`config.mk`:
```
export PLATFORM = sky130hd
export DESIGN_NAME = sr_seq_module_flat
export DESIGN_NICKNAME = d
export VERILOG_FILES = /design/src/rtl/sr_seq_module_if.sv /design/src/rtl/sr_seq_module.sv /design/src/flat_wrapper.sv
export SDC_FILE = /design/constraint.sdc
export NUM_CORES = 1
export LEC_CHECK = 0
export ABC_AREA = 1
export CELL_PAD_IN_SITES_DETAIL_PLACEMENT = 1
export CELL_PAD_IN_SITES_GLOBAL_PLACEMENT = 2
export CORE_MARGIN = 5
export CORE_UTILIZATION = 31
export CTS_CLUSTER_SIZE = 8
export DETAILED_ROUTE_END_ITERATION = 10
export PLACE_DENSITY_LB_ADDON = 0.1
export SLEW_MARGIN = 20
export SYNTH_ARGS = -nofsm -noshare
export SYNTH_HDL_FRONTEND = slang
export SYNTH_SLANG_ARGS = --single-unit
```
`constraint.sdc`:
```
create_clock -name clk -period 5.62 [get_ports clk]
set_input_delay 1.124 -clock clk [delete_from_list [all_inputs] [get_ports clk]]
set_output_delay 1.124 -clock clk [all_outputs]
set_load 0.02 [all_outputs]
```
`src/rtl/sr_seq_module_if.sv`:
```
// Request/result bundle for the sequential shift-right unit.
interface sr_seq_module_if #(
  parameter int unsigned WIDTH = 32,
  parameter int unsigned SHW   = 5
);
  logic             start;
  logic [WIDTH-1:0] inp;
  logic [SHW-1:0]   shamt;
  logic             arith;
  logic [WIDTH-1:0] out;
  logic             busy;
  logic             done;

  // Requester side
  modport master (
    output start, inp, shamt, arith,
    input  out, busy, done
  );

  // Shifter side
  modport slave (
    input  start, inp, shamt, arith,
    output out, busy, done
  );
endinterface

```
`src/rtl/sr_seq_module.sv`:
```
// Sequential 32-bit right shifter: one binary-weighted stage (1, 2, 4, 8, 16) per clock,
// logical or arithmetic fill, start/busy/done handshake, fixed 5-cycle latency.
module sr_seq_module #(
  parameter int unsigned WIDTH = 32,
  parameter int unsigned SHW   = 5    // log2(WIDTH); also the number of stages
) (
  input  logic            clk,
  input  logic            reset,
  sr_seq_module_if.slave  bus
);

  localparam int unsigned StW = $clog2(SHW);

  typedef enum logic [1:0] {StIdle, StShift, StFin} state_e;

  state_e           state_q;
  logic [WIDTH-1:0] work_q, work_d;
  logic [SHW-1:0]   amt_q;
  logic             fill_q;
  logic [StW-1:0]   stage_q;
  logic [WIDTH-1:0] out_q;
  logic             busy_q;
  logic             done_q;

  logic [WIDTH-1:0] shifted;
  logic [SHW:0]     sh;
  logic [SHW:0]     idx;
  logic             last_stage;

  assign last_stage = (stage_q == StW'(SHW - 1));

  // One stage of the shift: bit i takes work[i + 2^stage], or the fill bit once that index
  // runs past the top (idx[SHW] set, since WIDTH == 2**SHW). A 2:1 mux per bit picks it.
  always_comb begin
    shifted = '0;
    idx     = '0;
    sh      = (SHW + 1)'(1) << stage_q;
    for (int i = 0; i < WIDTH; i++) begin
      idx        = (SHW + 1)'(i) + sh;
      shifted[i] = idx[SHW] ? fill_q : work_q[idx[SHW-1:0]];
    end
    work_d = amt_q[stage_q] ? shifted : work_q;
  end

  // Control FSM with registered outputs; an accept in StFin gives back-to-back operation.
  always_ff @(posedge clk) begin
    if (reset) begin
      state_q <= StIdle;
      work_q  <= '0;
      amt_q   <= '0;
      fill_q  <= 1'b0;
      stage_q <= '0;
      out_q   <= '0;
      busy_q  <= 1'b0;
      done_q  <= 1'b0;
    end else begin
      unique case (state_q)
        StIdle, StFin: begin
          done_q <= 1'b0;
          if (bus.start) begin
            work_q  <= bus.inp;
            amt_q   <= bus.shamt;
            fill_q  <= bus.arith & bus.inp[WIDTH-1];
            stage_q <= '0;
            busy_q  <= 1'b1;
            state_q <= StShift;
          end else begin
            state_q <= StIdle;
          end
        end
        StShift: begin
          work_q  <= work_d;
          stage_q <= stage_q + 1'b1;
          if (last_stage) begin
            out_q   <= work_d;
            done_q  <= 1'b1;
            busy_q  <= 1'b0;
            state_q <= StFin;
          end
        end
        default: state_q <= StIdle;
      endcase
    end
  end

  assign bus.out  = out_q;
  assign bus.busy = busy_q;
  assign bus.done = done_q;

endmodule

```
`src/flat_wrapper.sv`:
```
// flat-port wrapper written by rule: the top's interface ports become plain ports
module sr_seq_module_flat 
#(
  parameter int unsigned WIDTH = 32,
  parameter int unsigned SHW   = 5                                             
)
  (clk, reset, bus_start, bus_inp, bus_shamt, bus_arith, bus_out, bus_busy, bus_done);
  sr_seq_module_if #(.WIDTH(WIDTH), .SHW(SHW)) bus_i ();
  input  logic clk;
  input  logic reset;
  input wire logic [$bits(bus_i.start)-1:0] bus_start;
  input wire logic [$bits(bus_i.inp)-1:0] bus_inp;
  input wire logic [$bits(bus_i.shamt)-1:0] bus_shamt;
  input wire logic [$bits(bus_i.arith)-1:0] bus_arith;
  output wire logic [$bits(bus_i.out)-1:0] bus_out;
  output wire logic [$bits(bus_i.busy)-1:0] bus_busy;
  output wire logic [$bits(bus_i.done)-1:0] bus_done;
  assign bus_i.start = bus_start;
  assign bus_i.inp = bus_inp;
  assign bus_i.shamt = bus_shamt;
  assign bus_i.arith = bus_arith;
  assign bus_out = bus_i.out;
  assign bus_busy = bus_i.busy;
  assign bus_done = bus_i.done;
  sr_seq_module #(.WIDTH(WIDTH), .SHW(SHW)) u_core (.clk(clk), .reset(reset), .bus(bus_i));
endmodule
```
==> impl_results.rst <==
.. list-table::
   :header-rows: 1

   * - Metric
     - Value
   * - Total iterations of the first detailed-routing run
     - 4
   * - TritonCTS buffer count
     - 9
   * - Slew Limit Headroom
     - 0.275
   * - Vias in the first global route
     - 7,604
   * - Power density of the placed cells
     - 280 mW/mm^2
   * - Count of nets left with antenna violations after detail routing
     - 0
   * - Worst skew pair latency
     - 0.34 ns
   * - Psw
     - 902 uW
   * - Die Outline Area
     - 0.0236 sq mm
   * - Ports placed on the boundary
     - 75
   * - Multiplexer share of the synthesized area
     - 0
   * - Initial standard-cell utilization of the core
     - 0.315
   * - Placement row count
     - 52
   * - Worst slack, placed
     - 1.67 ns
   * - Layout area overhead
     - 18.8%
   * - Number of library cell types mapped by synthesis
     - 35
   * - Overall power after layout
     - 2130 uW
   * - Internal power
     - 1230 uW
   * - Hold buffers post-CTS
     - 0
   * - Most used cell along the critical path
     - nand2_1
   * - Core outline area
     - 0.0203 sq mm
   * - Half-perimeter wire length after detailed placement
     - 24.1 mm
   * - Cell at the slowest stage of the critical path
     - ha_1
   * - Fraction of the mapped netlist area in adder cells
     - 0.0137
   * - Post-CTS Setup Bufs
     - 0
   * - Ordered cell list for the critical path
     - inv_1, ha_1, nand2_4, ha_1, inv_1, o21ai_0, nand2_1, nand3_1, nand2_1, nand2_1, nand2_1, nand3_1, nand2_1, a21oi_1, nor2_1
   * - Clock sink count
     - 77
   * - Net Count, Synth
     - 1,202
   * - Crit share post-route
     - 0.721
   * - Via count
     - 7,694
   * - Result of the run
     - finished, final reports clean
   * - Most area-hungry cell type in the Yosys netlist
     - dfxtp_1
   * - Sequential share of the synthesized area
     - 0.241
   * - Number of buffers inserted by port buffering
     - 74
   * - Startpoint of the most critical setup path
     - u_core.stage_q[0]
   * - Share of total power consumed by net switching
     - 0.424
   * - Startpoint of the tightest hold check path
     - u_core.bus.done
   * - Clock Root Buffer
     - clkbuf_16
   * - Die Height
     - 154 um
   * - Synth area leaders
     - dfxtp_1 24%, nand2_1 23%, nand3_1 13%, inv_1 7.2%, o21ai_0 5.5%
   * - Max-cap check violation count
     - 0
   * - Total routing resource utilization after global routing
     - 0.250
   * - Worst endpoint required time
     - 5.83 ns
   * - Synth Cell Area
     - 0.00640 sq mm
   * - Antenna Diode Count
     - 0
   * - Cell leakage power
     - 0.00369 uW
   * - Share of the synthesized area in the top cell type
     - 0.241
   * - Share of total power in sequential cells
     - 0.286
   * - Post-route clock skew
     - 0.00845 ns
   * - Share of flip-flops with an asynchronous set or reset
     - 0
   * - CTS H-tree depth
     - 3
   * - Flops & latches, synth
     - 77
   * - Clock tree from TritonCTS
     - yes
   * - Post-detailed-route wirelength per cell
     - 20.7 um
   * - Achievable Freq
     - 247 MHz
   * - Post-route setup TNS
     - 0 ns
   * - Final net count
     - 1,243
   * - Most numerous cell in the Yosys netlist
     - nand2_1
   * - Critical Path Fanout Max
     - 58
   * - Share of cells above drive strength 1
     - 0.0442
   * - Count of endpoints failing setup in the final report
     - 0
   * - Post-synthesis share of cell area spent on xor and xnor gates
     - 0.0110
   * - Hold Fails Final Rpt
     - 0
   * - Clock Pin Slew Worst Setup and Hold Paths
     - 0.06 ns
   * - Overflow after GRT
     - 0
   * - Area fraction in and, or, nand and nor cells after synthesis
     - 0.452
   * - Dominant synthesized flop cell
     - dfxtp_1
   * - Crit end category
     - flop
   * - Kind of critical path
     - reg -> reg
   * - Setup repair after global routing missed its margin
     - false
   * - Pin count of the biggest net entering global routing
     - 59
   * - Compound-gate portion of the synthesized area
     - 0.165
   * - Category of cells accounting for the largest share of critical-path delay
     - adder cells
   * - Worst-case clock buffer depth
     - 2
   * - Remaining design rule violation count
     - 0
   * - Number of flops mapped to enable cells by yosys
     - 0
   * - Crit path DAT
     - 4.26 ns
   * - Worst hold path type
     - reg -> reg
   * - Drt initial violations
     - 538
   * - Clock period minus final worst setup slack
     - 4.05 ns
   * - Die width
     - 154 um
   * - Total of warnings raised by yosys
     - 0
   * - Final Wtd Congestion
     - 0.959
   * - Buffering stage count on the worst path with inverters included
     - 2
   * - Wire length of the first global-routing pass
     - 45.9 mm
   * - Crit Reg-Reg Startpoint
     - u_core.stage_q[0]
   * - Ranking of synthesized cells by instance count
     - 400 x nand2_1, 172 x nand3_1, 122 x inv_1, 83 x nor2_1, 77 x dfxtp_1
   * - Number of pins with negative max-slew slack in the final report
     - 0
   * - Synthesized area per cell
     - 5.54 sq um
   * - Antenna violations before repair
     - 0
   * - Vias per cell
     - 5.24
   * - Post-Syn Instances
     - 1,154
   * - Total Wirelength
     - 30.4 mm
   * - Worst Setup Start Kind
     - flop
   * - Share of total power in the clock network
     - 0.302
   * - Post_cts resized
     - 0
   * - Worst-Margin Slew
     - 1.08 ns
   * - Final WS setup
     - 1.57 ns
   * - Logic pwr share
     - 0.412
   * - Worst VDD drop
     - 0.136 mV
   * - Crit path largest cell delay
     - 0.70 ns
   * - Dominant combinational cell family by area after synthesis
     - simple AND/OR/NAND/NOR gates
## path summary, 6_finish.rpt
kind | end | slack (ns) | depth (start not counted)
worst max-delay path | u_core.work_q[17] | 1.57 | 15
worst max register to register | u_core.work_q[17] | 1.57 | 15
worst min-delay path | u_core.bus.done | 0.47 | 2
worst min register to register | u_core.bus.done | 0.47 | 2
## flip-flops by register name, indices dropped and copies added (netlist names)
| name | flops |
|---|---|
| u_core.state_q | 2 |
| u_core.bus.out | 32 |
| u_core.stage_q | 3 |
| u_core.amt_q | 5 |
| u_core.fill_q | 1 |
| u_core.bus.busy | 1 |
| u_core.work_q | 32 |
| u_core.bus.done | 1 |
## power by group through the flow
stage | sequential, uW | clock [uW] | combinational (uW)
finish | 609 | 643 | 877
CTS | 608 | 658 | 868
global route | 611 | 681 | 961
detailed placement | 620 | 0 | 865
global placement | 620 | 0 | 863
floorplan | 604 | 0 | 573
## layer usage
layer,up-vias,part of all wire,GRT usage
li1,3797,-,-
met1,3675,0.51,0.370
met2,181,0.43,0.384
met3,41,0.036,0.0281
met4,0,0.023,0.0681
met5,-,0,0
## kinds of logic (layout without fill, tap and decap cells)
family | Yosys count | count (layout)
compound gates | 196 | 196
xor+xnor | 8 | 8
fa+ha+maj | 7 | 7
buf+inv | 183 | 228
flops | 77 | 77
simple gates | 683 | 683
## worst min-delay path, delay by kind of cell, from the launching register on
| family | cells | cell delay (ns) |
|---|---|---|
| AOI/OAI and AO/OA | 1 | 0.05 |
| DFF | 1 | 0.31 |
| and+or+nand+nor | 1 | 0.05 |
## cell usage in the layout, fill, tap and decap left out, types with 4 or more instances in the layout
master / Yosys / layout
xor2_1: 8 / 8
a22o_1: 4 / 4
nand2_2: 7 / 7
clkdlybuf4s50_1: 0 / 73
buf_4: 0 / 8
a32o_1: 4 / 4
a21oi_1: 65 / 65
clkbuf_16: 0 / 9
o21ai_1: 39 / 39
nor2_1: 83 / 82
dfxtp_1: 77 / 77
o21ai_0: 70 / 70
nand2_1: 400 / 400
inv_2: 7 / 8
nand3b_1: 8 / 8
ha_1: 7 / 7
nand3_1: 172 / 172
inv_1: 122 / 121
## area by class of cell
cell class,count,area (sq um)
Clock buffer,10,239
Fill cell,2831,12700
Inverter,131,497
Timing Repair Buffer,82,796
Tap cell,270,338
Multi-Input combinational cell,894,4110
Sequential cell,77,1540
Clock inverter,5,82.6
## through the flow
stage               hold slack (ns)  instances  instance area (sq um)   util
floorplan                     0.445       1154                   6400      -
global placement              0.450       1454                   7280  0.358
detailed placement            0.456       1454                   7280  0.358
CTS                           0.471       1469                   7600  0.374
global route                  0.511       1469                   7600  0.374
finish                        0.470       1469                   7600  0.374
Power figures use the tool's default switching activity.
